## src/rtl/i2s_audio_tx.sv

```systemverilog
// rtl/i2s_audio_tx.sv - I2S mono transmitter with frame-request pulse
//
// Generates bclk/lrclk timing from clk, asks the sample source for a new word
// once per frame, and shifts the latched word out MSB first with the
// one-bit I2S delay. The same mono word is sent in the left and right channels.
//
// Ports:
//   i_clk        system clock, rising-edge logic
//   i_reset      asynchronous active-low reset
//   i_sample     signed PCM sample, captured only at a frame boundary
//   i_play       1 = send i_sample, 0 = send a zero word
//   o_new_frame  one-clk pulse at each frame boundary (request next sample)
//   o_bclk       bit clock, period 2*CLK_DIV clk, 50% duty
//   o_lrclk      word select: 0 = left slots, 1 = right slots
//   o_sdata      serial data
module i2s_audio_tx #(
   parameter int CLK_DIV  = 32,
   parameter int SAMPLE_W = 16
) (
   input  logic                i_clk,
   input  logic                i_reset,
   input  logic [SAMPLE_W-1:0] i_sample,
   input  logic                i_play,
   output logic                o_new_frame,
   output logic                o_bclk,
   output logic                o_lrclk,
   output logic                o_sdata
);

   localparam int SLOTS  = 2 * SAMPLE_W;
   localparam int DIV_W  = (CLK_DIV > 1) ? $clog2(CLK_DIV) : 1;
   localparam int SLOT_W = $clog2(SLOTS);

   logic [DIV_W-1:0]    r_div_cnt;
   logic [SLOT_W-1:0]   r_slot;
   logic                r_bclk;
   logic                r_lrclk;
   logic                r_sdata;
   logic                r_new_frame;
   logic [SLOTS-1:0]    r_shift;

   logic                w_tick;
   logic                w_fe;
   logic                w_wrap;
   logic [SLOT_W-1:0]   w_slot_next;
   logic [SAMPLE_W-1:0] w_word;

   assign w_tick      = (r_div_cnt == DIV_W'(CLK_DIV - 1));
   // Falling edge of bclk: the divider expires while bclk is currently high.
   assign w_fe        = w_tick & r_bclk;
   assign w_wrap      = (r_slot == SLOT_W'(SLOTS - 1));
   assign w_slot_next = w_wrap ? '0 : r_slot + 1'b1;
   assign w_word      = i_play ? i_sample : '0;

   always_ff @(posedge i_clk or negedge i_reset) begin
      if (!i_reset) begin
         r_div_cnt   <= '0;
         r_slot      <= '0;
         r_bclk      <= 1'b0;
         r_lrclk     <= 1'b0;
         r_sdata     <= 1'b0;
         r_new_frame <= 1'b0;
         r_shift     <= '0;
      end else begin
         r_new_frame <= 1'b0;
         if (w_tick) begin
            r_div_cnt <= '0;
            r_bclk    <= ~r_bclk;
         end else begin
            r_div_cnt <= r_div_cnt + 1'b1;
         end
         if (w_fe) begin
            r_slot  <= w_slot_next;
            r_lrclk <= (w_slot_next >= SLOT_W'(SAMPLE_W));
            // The delay flop takes the MSB each slot; at the boundary that is
            // the previous frame's last bit, which gives the I2S one-bit delay.
            r_sdata <= r_shift[SLOTS-1];
            if (w_wrap) begin
               r_shift     <= {w_word, w_word};
               r_new_frame <= 1'b1;
            end else begin
               r_shift <= {r_shift[SLOTS-2:0], 1'b0};
            end
         end
      end
   end

   assign o_new_frame = r_new_frame;
   assign o_bclk      = r_bclk;
   assign o_lrclk     = r_lrclk;
   assign o_sdata     = r_sdata;

endmodule

```

## config.mk

```make
export PLATFORM = sky130hd
export DESIGN_NAME = i2s_audio_tx
export DESIGN_NICKNAME = d
export VERILOG_FILES = /design/src/rtl/i2s_audio_tx.sv
export SDC_FILE = /design/constraint.sdc
export NUM_CORES = 1
export LEC_CHECK = 0
export ABC_CLOCK_PERIOD_IN_PS = 5700
export CAP_MARGIN = 20
export CORE_ASPECT_RATIO = 0.75
export CORE_MARGIN = 1.5
export CORE_UTILIZATION = 52
export CTS_CLUSTER_SIZE = 12
export DETAILED_ROUTE_END_ITERATION = 8
export PLACE_DENSITY_LB_ADDON = 0.12
export REMOVE_ABC_BUFFERS = 1
export SLEW_MARGIN = 10
export SYNTH_ARGS = -nofsm -noshare
export SYNTH_HDL_FRONTEND = slang
export SYNTH_SLANG_ARGS = --single-unit
```

## constraint.sdc

```tcl
create_clock -name i_clk -period 5.7 [get_ports i_clk]
set_clock_uncertainty 0.1 [all_clocks]
set_input_delay 1.14 -clock i_clk [delete_from_list [all_inputs] [get_ports i_clk]]
set_output_delay 1.14 -clock i_clk [all_outputs]
set_load 0.01 [all_outputs]
```

==> metrics.md, run 1 <==
| Metric | Value |
|---|---|
| Run status | `completed` |
| Top-count cell post-synth | `dfrtp_1` |
| Die height | `58.10 um` |
| Post-synth EDFFs | `0` |
| CTS Buffer Depth | `2` |
| Flops & latches, synth | `45` |
| Yosys top cell area share | `53.51%` |
| Setup TNS | `0 ns` |
| Type of origin of the critical path | `flip-flop` |
| Drt drc | `0` |
| Crit path required time | `5.79 ns` |
| Antenna Cells | `0` |
| Ys async rst share | `100.0%` |
| Yosys Warn Count | `0` |
| Worst-Skew Late Latency | `0.29 ns` |
| Root buffer cell | `clkbuf_8` |
| Placer Congestion | `0.7532` |
| Syn Inst Count | `219` |
| F_max | `366.9 MHz` |
| Core footprint | `3756 um^2` |
| Layout cells sized above 1 | `5.128%` |
| Largest net degree at the start of global routing | `73` |
| Worst path max stage delay | `0.90 ns` |
| GRT Residual Overflow | `0` |
| Max_slew headroom | `29.82%` |
| Clock-pin slew on the worst setup and hold paths | `0.08 ns` |
| Area leader, netlist | `dfrtp_1` |
| Crit end category | `flip-flop` |
| Avg WL per Cell | `12.71 um` |
| Synth area leaders | `dfrtp_1 (54%), nor2b_1 (9.5%), a21oi_1 (7.4%)` |
| DR top layer | `met4` |
| H-tree depth | `2` |
| GRT Resource Usage Total | `18.60%` |
| Synth Cell Area | `2105 um^2` |
| Worst-path cell chain | `ha_1 -> and3_1 -> ha_1 -> buf_4 -> and2_1 -> a21oi_1 -> o21ai_1` |
| Max Cap Viol | `0` |
| Met3 WL post-DR | `138 um` |
| Met2 wire length | `1668 um` |
| Unrepaired setup endpoints after global routing | `no` |
| Initial Util | `56.03%` |
| First-pass GRT wire length | `6341 um` |
| WL final | `3634 um` |
| Layout area overhead | `12.19%` |
| Actual slew at the worst max-slew pin | `1.053 ns` |
| Crit Path Class | `flip-flop to flip-flop` |
| Distinct cells, synth | `22` |
| Final Cycle Share | `47.82%` |
| Slowest stage cell, crit path | `and2_1` |
| Met1 Routed Length | `1743 um` |
| Final hold violations | `0` |
| Syn avg cell area | `9.610 um^2` |
| Num rows | `19` |
| Final Critical Period | `2.726 ns` |
| Via total after detailed routing | `1500` |
| Die width | `76.46 um` |
| Vias in the first global route | `1440` |
| DP HPWL | `2248 um` |
| Seq/Total Area, Yosys | `53.51%` |
| DR iter-0 viols | `97` |
| I/O Buffers | `22` |
| Clock buffer count from CTS | `5` |
| Buffer count from post-CTS setup fixing | `0` |
| Pwr Density | `222.1 nW/um^2` |
| CP bufs+invs | `1` |
| Post-place instance area | `2281 um^2` |
| Initial antenna violation count | `0` |
| Min-Delay Path Class | `flip-flop to flip-flop` |
| Post-route cell area | `2361 um^2` |
| Slew Limit Fails | `0` |
| I/O pin total | `23` |
| 1st-pass router iterations | `5` |
| Via density | `5.245` |
| Worst EP arrival | `2.82 ns` |
| Worst Path Max Fanout | `38` |
| CTS tree | `built` |
| Final nets | `256` |
| CTS sink count | `45` |
| Die area | `4442 um^2` |
| DRT antenna net count | `0` |
| PostCTS Resize Cnt | `0` |
| Peak VDD IR | `157.9 uV` |
| Hold_buf cts | `0` |
| P_leak | `1.088 nW` |
| Worst path most repeated cell | `ha_1` |
| Worst path top cell family by delay | `simple AND/OR/NAND/NOR gates` |
| Synth cell count leaders | `dfrtp_1 (45), nand2_1 (35), nor2b_1 (32), a21oi_1 (31), o21ai_1 (30)` |
| Final setup viols | `0` |
| Ys flop type | `dfrtp_1` |
## routing by layer
metal / GRT usage (%) / vias up
li1: - / 755
met5: 0 / -
met1: 21.96 / 700
met2: 32.27 / 34
met3: 4.567 / 11
met4: 9.524 / 0
## placed cells by master (no fill, tap or decap)
cell type	n
nand2_4	1
nor2b_1	32
clkbuf_8	5
mux2_2	4
o21ai_0	4
a21oi_1	31
a221o_1	1
ha_1	4
o21ai_1	30
clkbuf_1	3
nand2b_1	1
and2_1	1
xnor2_1	1
xor2_1	2
clkdlybuf4s50_1	21
nor2_1	4
and3_1	3
buf_2	1
nand3_1	3
dfrtp_1	45
buf_4	1
nor4_1	1
nand2_1	35
## metrics by stage
stage          power [mW]  hold slack [ns]  utilization (%)  instances  setup slack [ns]
3_3_place_gp       0.3450           0.3464            60.73        278             2.790
4_1_cts            0.5333           0.3637            62.86        286             3.000
5_1_grt            0.5483           0.4036            62.86        286             2.723
6_report           0.5244           0.3627            62.86        286             2.974
3_5_place_dp       0.3458           0.3534            60.73        278             2.737
2_1_floorplan      0.3256           0.3329                -        203             3.121
## state kept, by name, summed over array words and instances, names as in the netlist
signal       cells
r_shift         32
r_div_cnt        5
r_slot           5
o_sdata          1
o_new_frame      1
o_bclk           1
## power breakdown
group	switching, mW	internal (mW)
sequential	0	0.319
combinational	0.00935	0.0108
clock	0.0982	0.0872
total	0.108	0.417
## worst register-to-register path, stage by stage, from the launching register on
cell     delay, ns
dfrtp_1       0.40
ha_1          0.21
and3_1        0.17
ha_1          0.13
buf_4         0.34
and2_1        0.91
a21oi_1       0.17
o21ai_1       0.20
## path summary, 6_finish.rpt
check	slack [ns]	cells past startpoint	start	endpoint
worst max-delay path	2.97	7	r_slot[0]	r_shift[22]
worst min-delay path	0.36	1	r_div_cnt[0]	r_div_cnt[0]
worst max register to register	2.97	7	r_slot[0]	r_shift[22]
worst min register to register	0.36	1	r_div_cnt[0]	r_div_cnt[0]
max in group asynchronous	3.98	1	i_reset	r_shift[6]
min in group asynchronous	0.91	1	i_reset	r_div_cnt[1]
## cell type report
type / instances / area, um^2
sequential: 45 / 1126
clock buffer: 8 / 80.08
timing repair buffer: 23 / 222.7
fill: 339 / 1395
multi-input combinational: 158 / 867.1
tap: 52 / 65.06
## cell families (layout without fill, tap and decap cells)
group	after synthesis	after routing	share of synthesized area, %
DFF	45	45	53.51
adders and majority gates	4	4	2.378
and+or+nand+nor	81	81	19.50
AOI/OAI and AO/OA	66	66	15.93
xor gates and xnor gates	3	3	1.249
muxes	4	4	2.140
buffers and inverters	16	31	5.291
No activity file was read; power rests on OpenSTA's default activity.
==> inputs of run 2 (changes only) <==
- ABC_CLOCK_PERIOD_IN_PS: 5700 -> 2600
- clock period: 5.7 -> 2.6 ns (I/O delays scaled with it)
==> run 2 against run 1 <==
Clock-buffer cell count down 2. Sequential power is 120% higher. Combinational power up 140%. Routed wire length rose by 1.3%. Power is 120% higher. Non-clock buffer count grew 4. Final cell count rose by 1.4%. Maximum frequency up 23%. Critical path type unchanged. Highest routed layer unchanged.
==> metrics.md, run 2 (synthesis gave the netlist of run 1 again) <==
| Metric | Value |
|---|---|
| Max Cap Viol | `0 (unchanged)` |
| Final setup viols | `0 (unchanged)` |
| Antenna Cells | `0 (unchanged)` |
| Worst Path Max Fanout | `46 (+21%)` |
| Crit path required time | `2.71 ns (-3.08 ns)` |
| DR iter-0 viols | `53 (-45%)` |
| Slew Limit Fails | `0 (unchanged)` |
| Drt drc | `0 (unchanged)` |
| Largest register FFs | `32 (unchanged)` |
| GRT Resource Usage Total | `18.66% (+0.067 points)` |
| Type of origin of the critical path | `flip-flop` |
| Die area | `4442 um^2 (unchanged)` |
| Via total after detailed routing | `1506 (+0.40%)` |
| Hold Path Origin | `r_div_cnt[0]` |
| Clock buffer count from CTS | `5 (unchanged)` |
| Setup crit start | `r_div_cnt[0]` |
| CTS sink count | `45 (unchanged)` |
| Min-Delay Path Class | `flip-flop to flip-flop` |
| Actual slew at the worst max-slew pin | `0.5498 ns (-0.5029 ns)` |
| Crit end category | `flip-flop` |
| Initial Util | `56.03% (unchanged)` |
| Run status | `completed` |
| Worst r2r src | `r_div_cnt[0]` |
| Final total power | `1.150 mW (+120%)` |
| Worst EP arrival | `2.32 ns (-0.50 ns)` |
| Worst-path cell chain | `ha_1 -> and3_1 -> ha_1 -> nand2_4 -> buf_4 -> nand2_1 -> o21ai_1` |
| I/O Buffers | `22 (unchanged)` |
| Num rows | `19 (unchanged)` |
| P_leak | `1.112 nW (+2.2%)` |
| GRT Residual Overflow | `0 (unchanged)` |
| Top reg by flops | `r_shift` |
| CP bufs+invs | `1 (unchanged)` |
| Clock-pin slew on the worst setup and hold paths | `0.08 ns (about the same)` |
| Worst path most repeated cell | `ha_1` |
| 1st-pass router iterations | `5 (unchanged)` |
| Pwr Density | `479.8 nW/um^2 (+120%)` |
| CTS tree | `built` |
| Final hold violations | `0 (unchanged)` |
| Worst-Skew Late Latency | `0.29 ns (about the same)` |
| Layout cells sized above 1 | `7.563% (+2.4 points)` |
| Die width | `76.46 um (unchanged)` |
| Worst path max stage delay | `0.40 ns (-0.50 ns)` |
| Avg WL per Cell | `12.69 um (-0.13%)` |
| Slowest stage cell, crit path | `dfrtp_1` |
| Crit Path Class | `flip-flop to flip-flop` |
| Largest net degree at the start of global routing | `47 (-36%)` |
| Placer Congestion | `0.7497 (-0.46%)` |
| Vias in the first global route | `1482 (+2.9%)` |
| Final Critical Period | `2.217 ns (-0.5085 ns)` |
| First-pass GRT wire length | `6458 um (+1.8%)` |
| Initial antenna violation count | `0 (unchanged)` |
| Root buffer cell | `clkbuf_8` |
| Die height | `58.10 um (unchanged)` |
| Final hold slack | `0.3681 ns (+0.005377 ns)` |
| Final core occ | `63.82% (+0.97 points)` |
| Via density | `5.193 (-0.98%)` |
| Worst path top cell family by delay | `simple AND/OR/NAND/NOR gates` |
| CTS Buffer Depth | `2 (unchanged)` |
| DRT antenna net count | `0 (unchanged)` |
| Setup TNS | `0 ns (unchanged)` |
| Final Cycle Share | `85.27% (+37 points)` |
| Peak VDD IR | `330.5 uV (+110%)` |
| WL final | `3680 um (+1.3%)` |
| Buffer count from post-CTS setup fixing | `0 (unchanged)` |
| Most frequent cells in the layout | `dfrtp_1 (45), nand2_1 (35), nor2b_1 (32)` |
| F_max | `451.0 MHz (+23%)` |
| Final nets | `260 (+1.6%)` |
| Layout area overhead | `13.91%` |
| I/O pin total | `23 (unchanged)` |
| DP HPWL | `2525 um (+12%)` |
| Max_slew headroom | `63.35% (+34 points)` |
| Unrepaired setup endpoints after global routing | `no` |
| Core footprint | `3756 um^2 (unchanged)` |
| Commonest non-fill, non-tap cell in the layout | `dfrtp_1` |
| H-tree depth | `2 (unchanged)` |
| Top Registers | `r_shift x32, r_div_cnt x5, r_slot x5` |
## run 2: cell types whose count changed in the layout (fill, tap and decap cells not counted), sizes merged
cell / before / now
buf: 2 / 5
dlygate4sd3: 0 / 1
clkbuf: 8 / 6
clkinv: 0 / 2
## run 2: per-stage QoR
stage,area (um^2),worst slack (ns),cells
finish,2397,0.3829,290
CTS,2396,0.1912,290
floorplan,1993,0.02139,203
global route,2397,0.1861,290
detailed placement,2303,0.2275,281
global placement,2303,0.3241,281
## run 2: worst paths after layout
| path | end | cells after the start | slack (ns) |
|---|---|---|---|
| min in group asynchronous | r_shift[20] | 2 | 0.52 |
| max | r_shift[22] | 7 | 0.38 |
| min | r_div_cnt[0] | 1 | 0.37 |
| min reg2reg | r_div_cnt[0] | 1 | 0.37 |
| max in group asynchronous | r_shift[28] | 3 | 1.34 |
| max reg2reg | r_shift[22] | 7 | 0.38 |
## run 2: layer usage
layer	share of wire, %	GRT usage (%)	vias to the layer above
li1	-	-	765
met1	46	22.38	703
met2	48	33.67	33
met3	4.5	4.724	5
met4	0.95	5.820	0
met5	0	0	-
## run 2: repair_timing
item | CTS | global route
setup endpoints to repair | 0 | 2
resized for setup | 0 | 1
endpoints found under the hold margin | 10 | 0
hold buffers | 1 | 0
## run 2: power by group
| group | internal (mW) | switching (mW) |
|---|---|---|
| Clock | 0.186 | 0.217 |
| Sequential | 0.699 | 0 |
| Combinational | 0.0265 | 0.0209 |
| Total | 0.912 | 0.238 |
## run 2: area by class of cell
class / instances / area [um^2]
clock buffer: 6 / 72.57
clock inverter: 2 / 10.01
fill: 333 / 1359
multi-input combinational: 158 / 868.3
sequential: 45 / 1126
tap: 52 / 65.06
timing repair buffer: 27 / 255.2
==> inputs of run 3 (changes only) <==
- CAP_MARGIN: 20 -> default
- CORE_ASPECT_RATIO: 0.75 -> default
==> run 3 against run 2 <==
Sequential share of layout area increased by 0.37 points. Clock-buffer cell count increased by 1. Die area about the same. Hold slack got worse by 0.29 ns. Setup slack improved by 0.029 ns. Final area decreased by 0.78%. Highest routed layer unchanged. Non-clock buffer count decreased by 2. Flip-flop and latch count unchanged. Largest cell class unchanged. Power increased by 1.8%.
==> metrics.md, run 3 (synthesis gave the netlist of run 1 again) <==
| Metric | Value |
|---|---|
| Run status | `completed` |
| Top Registers | `r_shift x32, r_div_cnt x5, r_slot x5` |
| Largest register FFs | `32 (unchanged)` |
| DP HPWL | `2486 um (-1.5%)` |
| Worst Path Max Fanout | `52 (+13%)` |
| Die height | `66.62 um (+15%)` |
| Worst EP arrival | `2.31 ns (about the same)` |
| 1st-pass router iterations | `4 (-1)` |
| Min-Delay Path Class | `input port to asynchronous set/reset pin` |
| Placer Congestion | `0.7499 (about the same)` |
| Pwr Density | `492.2 nW/um^2 (+2.6%)` |
| Slew Limit Fails | `0 (unchanged)` |
| Final setup viols | `0 (unchanged)` |
| F_max | `457.0 MHz (+1.3%)` |
| Initial Util | `55.81% (-0.22 points)` |
| Core footprint | `3771 um^2 (+0.40%)` |
| CTS Buffer Depth | `2 (unchanged)` |
| CTS tree | `built` |
| Reg2reg path depth | `7 (unchanged)` |
| Worst path max stage delay | `0.42 ns (+0.02 ns)` |
| Layout cells sized above 1 | `6.809% (-0.75 points)` |
| Crit path required time | `2.72 ns (about the same)` |
| Final hold slack | `0.07375 ns (-0.2944 ns)` |
| Initial antenna violation count | `0 (unchanged)` |
| Clock-pin slew on the worst setup and hold paths | `0.07 ns (about the same)` |
| First-pass GRT wire length | `6589 um (+2.0%)` |
| Largest net degree at the start of global routing | `53 (+13%)` |
| Peak VDD IR | `371.3 uV (+12%)` |
| Die area | `4438 um^2 (about the same)` |
| Crit Path Class | `flip-flop to flip-flop` |
| Root buffer cell | `clkbuf_8` |
| DR iter-0 viols | `134 (+150%)` |
| Worst-path cell chain | `ha_1 -> and3_1 -> ha_1 -> nand2_4 -> buf_4 -> nand2_1 -> o21ai_1` |
| H-tree depth | `2 (unchanged)` |
| Avg WL per Cell | `13.46 um (+6.0%)` |
| Final Critical Period | `2.188 ns (-0.02900 ns)` |
| Setup TNS | `0 ns (unchanged)` |
| Num rows | `22 (+3)` |
| Final Cycle Share | `84.16% (-1.1 points)` |
| Net Sw Frac | `20.18% (-0.55 points)` |
| GRT Residual Overflow | `0 (unchanged)` |
| Actual slew at the worst max-slew pin | `0.5508 ns (+0.001028 ns)` |
| Type of origin of the critical path | `flip-flop` |
| Top reg by flops | `r_shift` |
| Most frequent cells in the layout | `dfrtp_1 (45), nand2_1 (35), nor2b_1 (32)` |
| DRT antenna net count | `0 (unchanged)` |
| Flop pwr share | `59.7% (-1.1 points)` |
| GRT Resource Usage Total | `19.80% (+1.1 points)` |
| Switching power total | `0.2363 mW (-0.90%)` |
| Via total after detailed routing | `1514 (+0.53%)` |
| WL final | `3808 um (+3.5%)` |
| I/O pin total | `23 (unchanged)` |
| Commonest non-fill, non-tap cell in the layout | `dfrtp_1` |
| Clock buffer count from CTS | `5 (unchanged)` |
| Drt drc | `0 (unchanged)` |
| Combinational share of power | `3.9% (-0.2 points)` |
| Unrepaired setup endpoints after global routing | `no` |
| CTS sink count | `45 (unchanged)` |
| Clock Power Share | `36.4% (+1.3 points)` |
| Antenna Cells | `0 (unchanged)` |
| P_leak | `1.102 nW (-0.87%)` |
| I/O Buffers | `22 (unchanged)` |
| Final nets | `258 (-0.77%)` |
| Max_slew headroom | `63.28% (-0.069 points)` |
| Die width | `66.62 um (-13%)` |
| Vias in the first global route | `1501 (+1.3%)` |
| Layout area overhead | `13.02%` |
| Max Cap Viol | `0 (unchanged)` |
| Slowest stage cell, crit path | `nand2_4` |
| Via density | `5.350 (+3.0%)` |
| Hold_buf cts | `0 (-1)` |
| Crit end category | `flip-flop` |
| Worst path most repeated cell | `ha_1` |
| P_int | `0.9346 mW (+2.5%)` |
| Final hold violations | `0 (unchanged)` |
| Worst-Skew Late Latency | `0.30 ns (about the same)` |
run 3: cell count changes in the layout (fill, tap and decap cells not counted):
cell / delta
buf_4: -1
clkbuf_8: +1
clkinv_2: -2
dlygate4sd3_1: -1
run 3: timing repair:
| action | 4_1_cts | 5_1_grt |
|---|---|---|
| gates resized for setup | 0 | 1 |
| buffers inserted | 0 | 0 |
| setup endpoints to repair | 0 | 1 |
run 3: final timing paths:
check | end | startpoint | slack (ns)
max | r_shift[21] | r_div_cnt[0] | 0.41
min | r_shift[30] | i_reset | 0.07
max reg2reg | r_shift[21] | r_div_cnt[0] | 0.41
min reg2reg | r_div_cnt[0] | r_div_cnt[0] | 0.36
max in group asynchronous | r_shift[2] | i_reset | 1.63
min in group i_clk | r_div_cnt[0] | r_div_cnt[0] | 0.36
run 3: layer usage:
metal / wire length (um) / track usage, % / vias up / share of wire [%]
li1: - / - / 763 / -
met1: 1832 / 25.00 / 717 / 48
met2: 1742 / 33.00 / 26 / 46
met3: 159 / 4.054 / 8 / 4.2
met4: 74 / 8.418 / 0 / 1.9
met5: 0 / 0 / - / 0
run 3: final cells by class:
cell class / count / area [um^2]
Clock buffer: 7 / 86.33
Fill cell: 321 / 1393
Tap cell: 48 / 60.06
Multi-Input combinational cell: 158 / 868.3
Sequential cell: 45 / 1126
Timing Repair Buffer: 25 / 237.7
run 3: power by group through the flow:
| stage | combinational, mW | clock [mW] | sequential, mW |
|---|---|---|---|
| 4_1_cts | 0.0467 | 0.438 | 0.699 |
| 5_1_grt | 0.0505 | 0.458 | 0.699 |
| 2_1_floorplan | 0.000584 | 0 | 0.713 |
| 3_3_place_gp | 0.0448 | 0 | 0.713 |
| 3_5_place_dp | 0.0462 | 0 | 0.713 |
| 6_report | 0.0456 | 0.426 | 0.699 |
run 3: critical path: cells and delay by family (launching register included):
kind	cells	cell delay, ns
flops	1	0.40
buf+inv	1	0.32
fa+ha+maj	2	0.52
compound gates	1	0.08
simple gates	3	0.68
run 3: per-stage QoR:
stage,power (mW),area (um^2),util [%],std cells,worst slack (ns)
floorplan,0.7139,1993,-,203,0.02139
global placement,0.7579,2291,60.75,276,0.3141
detailed placement,0.7594,2291,60.75,276,0.2473
CTS,1.183,2377,63.04,283,0.2359
global route,1.208,2379,63.07,283,0.2570
finish,1.171,2379,63.07,283,0.4119
